### src/rtl/btb_update_ctrl_if.sv
// Resolve-stage handshake, fetch redirect/prediction and BTB write-port bundle
// for btb_update_ctrl. The controller is the slave; its environment is the master.
interface btb_update_ctrl_if #(
    parameter int unsigned WORD_SIZE = 16,
    parameter int unsigned IDX_BITS  = 8
);
    logic                          resolve_valid;
    logic                          resolve_ready;
    logic                          resolve_is_branch;
    logic                          resolve_taken;
    logic [WORD_SIZE-1:0]          resolve_pc;
    logic [WORD_SIZE-1:0]          resolve_target;
    logic [WORD_SIZE-1:0]          predicted_pc;
    logic                          flush;
    logic [WORD_SIZE-1:0]          redirect_pc;
    logic                          predict_taken;
    logic                          btb_we;
    logic [IDX_BITS-1:0]           btb_index;
    logic [WORD_SIZE-IDX_BITS-1:0] btb_tag;
    logic [WORD_SIZE-1:0]          btb_target;
    logic                          init_busy;

    modport master (
        output resolve_valid, resolve_is_branch, resolve_taken,
               resolve_pc, resolve_target, predicted_pc,
        input  resolve_ready, flush, redirect_pc, predict_taken,
               btb_we, btb_index, btb_tag, btb_target, init_busy
    );

    modport slave (
        input  resolve_valid, resolve_is_branch, resolve_taken,
               resolve_pc, resolve_target, predicted_pc,
        output resolve_ready, flush, redirect_pc, predict_taken,
               btb_we, btb_index, btb_tag, btb_target, init_busy
    );
endinterface

### src/rtl/btb_update_ctrl.sv
// BTB write-port owner: invalidates all entries after reset, then resolves branches,
// raises flush/redirect on mispredict, trains the 2-bit counter and queues BTB writes.
module btb_update_ctrl #(
    parameter int unsigned          WORD_SIZE      = 16,
    parameter int unsigned          IDX_BITS       = 8,
    parameter logic [WORD_SIZE-1:0] INVALID_TARGET = '1
) (
    input  logic             clk,
    input  logic             reset_n,
    btb_update_ctrl_if.slave bus
);
    localparam int unsigned TAG_BITS = WORD_SIZE - IDX_BITS;

    typedef enum logic {INIT, RUN} state_t;

    typedef struct packed {
        logic [IDX_BITS-1:0]  index;
        logic [TAG_BITS-1:0]  tag;
        logic [WORD_SIZE-1:0] target;
    } wr_t;

    state_t               state, state_next;
    logic                 busy;
    logic [IDX_BITS-1:0]  init_cnt;
    wr_t                  q [2];
    logic [1:0]           count;
    logic [1:0]           counter;

    logic                 flush_r;
    logic [WORD_SIZE-1:0] redirect_r;
    logic                 we_r;
    logic [IDX_BITS-1:0]  index_r;
    logic [TAG_BITS-1:0]  tag_r;
    logic [WORD_SIZE-1:0] target_r;

    logic                 ready;
    logic                 accept;
    logic                 branch_accept;
    logic [WORD_SIZE-1:0] actual;
    logic                 mispredict;
    logic                 push;
    logic                 pop;
    wr_t                  new_entry;

    // Ready depends only on the registered count, so a same-cycle pop never raises it.
    assign ready         = (count < 2'd2);
    assign accept        = bus.resolve_valid & ready;
    assign branch_accept = accept & bus.resolve_is_branch;
    assign actual        = bus.resolve_taken ? bus.resolve_target
                                             : bus.resolve_pc + WORD_SIZE'(1);
    assign mispredict    = branch_accept & (actual != bus.predicted_pc);
    assign push          = branch_accept & bus.resolve_taken;
    assign pop           = (state == RUN) & (count != 2'd0);

    assign new_entry.index  = bus.resolve_pc[IDX_BITS-1:0];
    assign new_entry.tag    = bus.resolve_pc[WORD_SIZE-1:IDX_BITS];
    assign new_entry.target = bus.resolve_target;

    always_ff @(posedge clk or negedge reset_n) begin
        if (!reset_n) begin
            state <= INIT;
        end else begin
            state <= state_next;
        end
    end

    always_comb begin
        state_next = state;
        busy       = 1'b0;
        case (state)
            INIT: begin
                busy = 1'b1;
                if (init_cnt == '1) begin
                    state_next = RUN;
                end
            end
            RUN:     state_next = RUN;
            default: state_next = INIT;
        endcase
    end

    // BTB write port: sweep writes during INIT, queue pops during RUN.
    always_ff @(posedge clk or negedge reset_n) begin
        if (!reset_n) begin
            init_cnt <= '0;
            we_r     <= 1'b0;
            index_r  <= '0;
            tag_r    <= '0;
            target_r <= '0;
        end else if (state == INIT) begin
            we_r     <= 1'b1;
            index_r  <= init_cnt;
            tag_r    <= '0;
            target_r <= INVALID_TARGET;
            init_cnt <= init_cnt + IDX_BITS'(1);
        end else if (pop) begin
            we_r     <= 1'b1;
            index_r  <= q[0].index;
            tag_r    <= q[0].tag;
            target_r <= q[0].target;
        end else begin
            we_r     <= 1'b0;
        end
    end

    // Two-entry FIFO; q[0] is the head.
    always_ff @(posedge clk or negedge reset_n) begin
        if (!reset_n) begin
            q[0]  <= '0;
            q[1]  <= '0;
            count <= '0;
        end else begin
            case ({push, pop})
                2'b10: begin
                    if (count == 2'd0) begin
                        q[0] <= new_entry;
                    end else begin
                        q[1] <= new_entry;
                    end
                    count <= count + 2'd1;
                end
                2'b01: begin
                    q[0]  <= q[1];
                    count <= count - 2'd1;
                end
                2'b11: begin
                    if (count == 2'd1) begin
                        q[0] <= new_entry;
                    end else begin
                        q[0] <= q[1];
                        q[1] <= new_entry;
                    end
                end
                default: ;
            endcase
        end
    end

    always_ff @(posedge clk or negedge reset_n) begin
        if (!reset_n) begin
            counter    <= 2'b00;
            flush_r    <= 1'b0;
            redirect_r <= '0;
        end else begin
            flush_r <= mispredict;
            if (mispredict) begin
                redirect_r <= actual;
            end
            if (branch_accept) begin
                if (bus.resolve_taken && counter != 2'b11) begin
                    counter <= counter + 2'd1;
                end else if (!bus.resolve_taken && counter != 2'b00) begin
                    counter <= counter - 2'd1;
                end
            end
        end
    end

    assign bus.resolve_ready = ready;
    assign bus.flush         = flush_r;
    assign bus.redirect_pc   = redirect_r;
    assign bus.predict_taken = counter[1];
    assign bus.btb_we        = we_r;
    assign bus.btb_index     = index_r;
    assign bus.btb_tag       = tag_r;
    assign bus.btb_target    = target_r;
    assign bus.init_busy     = busy;
endmodule

### src/flat_wrapper.sv
// flat-port wrapper written by rule: the top's interface ports become plain ports
module btb_update_ctrl_flat 
#(
    parameter int unsigned          WORD_SIZE      = 16,
    parameter int unsigned          IDX_BITS       = 8,
    parameter logic [WORD_SIZE-1:0] INVALID_TARGET = '1
)
  (clk, reset_n, bus_resolve_valid, bus_resolve_is_branch, bus_resolve_taken, bus_resolve_pc, bus_resolve_target, bus_predicted_pc, bus_resolve_ready, bus_flush, bus_redirect_pc, bus_predict_taken, bus_btb_we, bus_btb_index, bus_btb_tag, bus_btb_target, bus_init_busy);
  btb_update_ctrl_if #(.WORD_SIZE(WORD_SIZE), .IDX_BITS(IDX_BITS)) bus_i ();
  input  logic clk;
  input  logic reset_n;
  input wire logic [$bits(bus_i.resolve_valid)-1:0] bus_resolve_valid;
  input wire logic [$bits(bus_i.resolve_is_branch)-1:0] bus_resolve_is_branch;
  input wire logic [$bits(bus_i.resolve_taken)-1:0] bus_resolve_taken;
  input wire logic [$bits(bus_i.resolve_pc)-1:0] bus_resolve_pc;
  input wire logic [$bits(bus_i.resolve_target)-1:0] bus_resolve_target;
  input wire logic [$bits(bus_i.predicted_pc)-1:0] bus_predicted_pc;
  output wire logic [$bits(bus_i.resolve_ready)-1:0] bus_resolve_ready;
  output wire logic [$bits(bus_i.flush)-1:0] bus_flush;
  output wire logic [$bits(bus_i.redirect_pc)-1:0] bus_redirect_pc;
  output wire logic [$bits(bus_i.predict_taken)-1:0] bus_predict_taken;
  output wire logic [$bits(bus_i.btb_we)-1:0] bus_btb_we;
  output wire logic [$bits(bus_i.btb_index)-1:0] bus_btb_index;
  output wire logic [$bits(bus_i.btb_tag)-1:0] bus_btb_tag;
  output wire logic [$bits(bus_i.btb_target)-1:0] bus_btb_target;
  output wire logic [$bits(bus_i.init_busy)-1:0] bus_init_busy;
  assign bus_i.resolve_valid = bus_resolve_valid;
  assign bus_i.resolve_is_branch = bus_resolve_is_branch;
  assign bus_i.resolve_taken = bus_resolve_taken;
  assign bus_i.resolve_pc = bus_resolve_pc;
  assign bus_i.resolve_target = bus_resolve_target;
  assign bus_i.predicted_pc = bus_predicted_pc;
  assign bus_resolve_ready = bus_i.resolve_ready;
  assign bus_flush = bus_i.flush;
  assign bus_redirect_pc = bus_i.redirect_pc;
  assign bus_predict_taken = bus_i.predict_taken;
  assign bus_btb_we = bus_i.btb_we;
  assign bus_btb_index = bus_i.btb_index;
  assign bus_btb_tag = bus_i.btb_tag;
  assign bus_btb_target = bus_i.btb_target;
  assign bus_init_busy = bus_i.init_busy;
  btb_update_ctrl #(.WORD_SIZE(WORD_SIZE), .IDX_BITS(IDX_BITS), .INVALID_TARGET(INVALID_TARGET)) u_core (.clk(clk), .reset_n(reset_n), .bus(bus_i));
endmodule
### config.mk
export PLATFORM = sky130hd
export DESIGN_NAME = btb_update_ctrl_flat
export DESIGN_NICKNAME = d
export VERILOG_FILES = /design/src/rtl/btb_update_ctrl_if.sv /design/src/rtl/btb_update_ctrl.sv /design/src/flat_wrapper.sv
export SDC_FILE = /design/constraint.sdc
export NUM_CORES = 1
export LEC_CHECK = 0
export BUFFER_PORTS_ARGS = -buffer_cell sky130_fd_sc_hd__clkbuf_2
export CAP_MARGIN = 10
export CORE_UTILIZATION = 42
export DETAILED_ROUTE_END_ITERATION = 16
export MAX_ROUTING_LAYER = met4
export REMOVE_ABC_BUFFERS = 1
export SYNTH_ARGS = -nofsm -noshare
export SYNTH_HDL_FRONTEND = slang
export SYNTH_SLANG_ARGS = --single-unit
### constraint.sdc
create_clock -name clk -period 4.1 [get_ports clk]
set_input_delay 0.41 -clock clk [delete_from_list [all_inputs] [get_ports clk]]
set_output_delay 0.41 -clock clk [all_outputs]
set_load 0.005 [all_outputs]
### After elaboration in Yosys (flattened, before gate mapping)

Cells that the tools add are included.

* register bits: 127
* bits in latches: 0
* bits in writable memories: 0
* memory bits (read-only): 0
* logic and storage cells: 74
* memories: 0

* add/sub/neg operators: 6
* $mul: 0
* div/mod/pow operators: 0
* order comparisons: 1
* equal/unequal tests: 11
* shift-type cells: 0
* muxes and demuxes: 21
* bitwise operators: 6
* reductions and logical operators: 13

Operators by type and width (count)
* $mux W32: 4
* $pmux W32 S3: 1
* $pmux W32 S2: 1
* $mux W16: 3
* $mux W8: 4
* $add A16 B1 Y16 const B: 1
* $ne A16 B16 Y1: 1
* $reduce_bool A2 Y1: 5
* $add A8 B1 Y8 const B: 1
* $eq A8 B8 Y1 const B: 1
* $ne A2 B2 Y1 const B: 4
* $and A1 B1 Y1: 5
* $add A2 B1 Y2 const B: 2
* $eq A2 B1 Y1 const B: 2
* $eq A2 B2 Y1 const B: 2
* $mux W1: 4
* $mux W2: 2
* $pmux W2 S2: 1
* $reduce_and A2 Y1: 2
* $sub A2 B1 Y2 const B: 2
* $reduce_and A3 Y1: 1
* $reduce_bool A3 Y1: 1
* $logic_and A1 B1 Y1: 2
* $logic_not A2 Y1: 1
* other kinds (5): 5

### Logic depth before layout (Yosys ltp)

* depth in word-level cells: 7
* gate-level depth with buffers: 11
* gate-level depth less buffers: 9

### Least setup slack after synthesis

No wires, ideal clock.

* path type: input port to flip-flop
* start: input port bus_resolve_pc[3]
* end: register u_core.redirect_r[10], in the netlist u_core.bus.redirect_pc[10]
* library setup time: 0.125 ns
* arrival: 2.542 ns
* setup slack: 1.433 ns
* stages: 11
* buffers on the path: 3
* cells stage by stage: buf_4 -> nand4_4 -> or2_1 -> buf_2 -> xnor2_1 -> a221oi_1 -> a31oi_1 -> a2111oi_4 -> a21oi_4 -> buf_6 -> mux2_4

* longest elaborated chain between the ends: 4

Ends and longest elaborated chain
* start, declared: line flat_wrapper.sv:15 `input wire logic [$bits(bus_i.resolve_pc)-1:0] bus_resolve_pc;`
* $add A16 B1 Y16: line btb_update_ctrl.sv:50 `: bus.resolve_pc + WORD_SIZE'(1);`
* $mux W16: line btb_update_ctrl.sv:49 `assign actual = bus.resolve_taken ? bus.resolve_target`
* $ne A16 B16 Y1: line btb_update_ctrl.sv:51 `assign mispredict = branch_accept & (actual != bus.predicted_pc);`
* $and A1 B1 Y1: line btb_update_ctrl.sv:51
* via u_core.mispredict: line btb_update_ctrl.sv:40 `logic mispredict;`
* end signal, assigned: line btb_update_ctrl.sv:147 `redirect_r <= actual;`
* end, declared: line btb_update_ctrl.sv:30 `logic [WORD_SIZE-1:0] redirect_r;`

The timed path passes the listed nets, and every way through them passes these cells.
A chain may end at the register's enable or synchronous reset.

### Worst setup path in the final report

* start: register u_core.count[1]
* end: register u_core.q[11] in the netlist's numbering

* longest elaborated chain between the ends: 7
* elaborated cells on any way between the ends: 15

Ends and longest elaborated chain
* start, declared: line btb_update_ctrl.sv:26 `logic [1:0] count;`
* start signal, assigned: line btb_update_ctrl.sv:120 `count <= count + 2'd1;`
* start signal, assigned: line btb_update_ctrl.sv:124 `count <= count - 2'd1;`
* $lt A2 B2 Y1: line btb_update_ctrl.sv:46 `assign ready = (count < 2'd2);`
* $and A1 B1 Y1: line btb_update_ctrl.sv:47 `assign accept = bus.resolve_valid & ready;`
* $and A1 B1 Y1: line btb_update_ctrl.sv:48 `assign branch_accept = accept & bus.resolve_is_branch;`
* $and A1 B1 Y1: line btb_update_ctrl.sv:52 `assign push = branch_accept & bus.resolve_taken;`
* $eq A2 B2 Y1: line btb_update_ctrl.sv:113 `case ({push, pop})`
* $ne A2 B2 Y1 (no source line) / $reduce_bool A2 Y1 (equally long branches)
* $reduce_and A3 Y1 (no source line)
* end, declared: line btb_update_ctrl.sv:25 `wr_t q [2];`

Parallel ways exist; a longest one is shown, timed or not.

==> metrics.md <==
| Metric | Value |
|---|---|
| Status | `complete, no violations` |
| DRT iter0 DRCs | `313` |
| Tcrit/Tclk final | `71.2%` |
| Total GRT Usage | `23.5%` |
| Final #Nets | `748` |
| Routed wire per std cell | `18.3 um` |
| Core ar. | `14500 um^2` |
| CTS HTree Levels | `4` |
| Tightest Pin Transition | `0.796 ns` |
| Placer Congestion | `0.883` |
| Placed inst area | `6950 um^2` |
| GR Overflow Total | `0` |
| Startpoint Class | `flop` |
| Post-synthesis register bit count | `127` |
| Post-CTS Setup Inserts | `0` |
| Max Root-Sink Buffers | `2` |
| Most frequent cell after synthesis | `dfrtp_1` |
| Leak Pwr | `3.39 nW` |
| Setup crit start | `u_core.count[1]` |
| Area Growth Syn to Fin | `21.5%` |
| Critical Path End Type | `flop` |
| Share of cells above drive strength 1 | `28.1%` |
| CP arrival | `3.22 ns` |
| DP HPWL | `11400 um` |
| Post-Syn Area | `6260 um^2` |
| Post-synth cell types | `49` |
| Inserted Clock Buffers | `17` |
| R2R Setup Slk | `1.18 ns` |
| Die ar. | `15400 um^2` |
| Crit Reg-Reg Endpoint | `u_core.q[11]` |
| Sw Ratio | `28.7%` |
| DRC | `0` |
| Register area share after synthesis | `50.8%` |
| Max-slew violation count | `0` |
| Vias | `4741` |
| Finish-stage setup viols | `0` |
| Final ANT Viol Nets | `0` |
| Syn Inst Count | `592` |
| Post-synth top flop | `dfrtp_1` |
| CP Class | `reg -> reg` |
| Clock Root Buffer | `clkbuf_16` |
| Warnings from Yosys | `0` |
| CTS tree | `built` |
| Cell Pwr Density | `606 nW/um^2` |
| Number of diodes | `0` |
| Sw power | `1.32 mW` |
| Largest net degree at the start of global routing | `76` |
| CTS clk-pin slew, worst paths | `0.06 ns` |
| I/O Buffers | `105` |
| Hold/Removal Path Class | `in -> async` |
| Fmax | `343 MHz` |
| Antenna violations before repair | `0` |
| Number of global-route vias before repair | `4744` |
| Pre-Repair DR Iteration Count | `4` |
| Sum Neg Setup Slack | `0 ns` |
| Comb power frac | `22.9%` |
| Row count | `44` |
| Post-route worst setup slack | `1.18 ns` |
| IO Count | `106` |
| Slew margin rel. | `46.8%` |
| Total routed wirelength | `16200 um` |
| Worst-case reg-to-reg path depth | `8` |
| Ys async rst share | `100%` |
| Worst R2R Start | `u_core.count[1]` |
| Sequential Power Share | `41.1%` |
| Initial Utilization | `43.1%` |
| Final min period | `2.92 ns` |
| Final Hold Viols | `0` |
| CTS resizes | `0` |
| First-pass GRT wire length | `25800 um` |
| Clock sinks | `127` |
| Hold_buf cts | `0` |
| Critical Path Fanout Max | `34` |
| Post-DR vias/cell | `5.36` |
| EDFF count, synth | `0` |
| CP Capture Point | `u_core.q[11]` |
| Area share of the largest cell type after synthesis | `50.8%` |
| Hold_ws | `0.0276 ns` |
| Pre-CTS setup slack | `0.878 ns` |
| Synth top area cells | `dfrtp_1 (51%), mux2_2 (6.1%), mux2i_1 (5.6%)` |
| Avg Cell Area, Syn | `10.6 um^2` |
| Internal power | `3.29 mW` |
| Clock power frac | `36.0%` |
| Top post-synthesis cells by count | `dfrtp_1 (127), nand2_1 (77), o21ai_0 (50)` |
| Clk Latency, worst-skew pair | `0.42 ns` |
| Die H | `124 um` |
| Cell taking the most area after synthesis | `dfrtp_1` |
| RSZ-0062 raised after global routing | `no` |
| WP data required | `4.40 ns` |
| Peak VDD IR | `310 uV` |
| Worst Clk Skew | `0.00636 ns` |
| Post-route cell area | `7600 um^2` |
| Die Wd | `124 um` |
| Max cap viols | `0` |
metrics by stage:
step                      util (%)  instances  total power [mW]
final                         52.3        885              4.61
after global routing          52.3        885              4.87
after CTS                     52.3        885              4.65
after detailed placement      47.8        853              2.98
after global placement        47.8        853              2.93
after floorplan                  -        554              2.58
final cells by class:
cell class	count	area (um^2)
sequential	127	3180
timing repair buffer	115	616
multi-input combinational	411	2870
clock inverter	14	213
inverter	16	60.1
fill	1351	6930
tap	184	230
clock buffer	18	439
placed cells by master, fill, tap and decap left out, types with 16 or more instances in the layout:
cell type	count
clkbuf_2	104
mux2i_1	35
xnor2_1	26
inv_1	16
dfrtp_1	127
a21oi_1	18
nor2_1	34
xor2_1	16
mux2_2	34
clkbuf_16	17
o21ai_0	50
nand2_1	77
a22oi_1	33
how the worst min path moves through the flow:
stage / start / to / slack (ns) / cells past startpoint
after floorplan: reset_n / u_core.bus.btb_index[0] / 0.11 / 0
after global placement: u_core.q[39] / u_core.q[39] / 0.46 / 2
after detailed placement: u_core.q[46] / u_core.q[46] / 0.47 / 2
after CTS: reset_n / u_core.q[40] / 0.06 / 1
after global routing: reset_n / u_core.q[40] / 0.08 / 1
final: reset_n / u_core.q[40] / 0.03 / 1
power by group through the flow:
stage | clock [mW] | combinational, mW | sequential [mW]
3_3_place_gp | 0 | 1.04 | 1.89
5_1_grt | 1.75 | 1.18 | 1.93
2_1_floorplan | 0 | 0.743 | 1.84
6_report | 1.66 | 1.06 | 1.89
4_1_cts | 1.69 | 1.08 | 1.89
3_5_place_dp | 0 | 1.07 | 1.91
registers in the layout (all words and copies together), names as in the netlist:
| register | flops |
|---|---|
| u_core.bus.btb_index | 8 |
| u_core.bus.btb_tag | 8 |
| u_core.bus.btb_target | 16 |
| u_core.bus.btb_we | 1 |
| u_core.bus.flush | 1 |
| u_core.bus.redirect_pc | 16 |
| u_core.count | 2 |
| u_core.counter | 2 |
| u_core.init_cnt | 8 |
| u_core.q | 64 |
| u_core.state | 1 |
layer usage:
| layer | global-route usage [%] | routed length, um |
|---|---|---|
| met5 | - | 0 |
| met1 | 31.6 | 7550 |
| met4 | 11.0 | 477 |
| met2 | 34.3 | 7430 |
| met3 | 4.35 | 725 |
cells by family (layout without fill, tap and decap cells):
kind of cell / count (synthesis) / in the layout / share of synthesized area [%]
buffers and inverters: 54 / 163 / 3.62
xor gates and xnor gates: 42 / 42 / 5.88
muxes: 81 / 81 / 14.3
DFF: 127 / 127 / 50.8
and+or+nand+nor: 152 / 152 / 10.9
adders and majority gates: 7 / 7 / 1.40
AOI/OAI and AO/OA: 129 / 129 / 13.2
critical path: stages (launching register included):
cell,delay (ns)
dfrtp_1,0.38
inv_1,0.14
ha_2,0.62
nand2b_1,0.26
inv_1,0.13
ha_1,0.23
o211ai_1,0.18
buf_4,0.44
mux2_2,0.39
No activity file was read; power rests on OpenSTA's default activity.
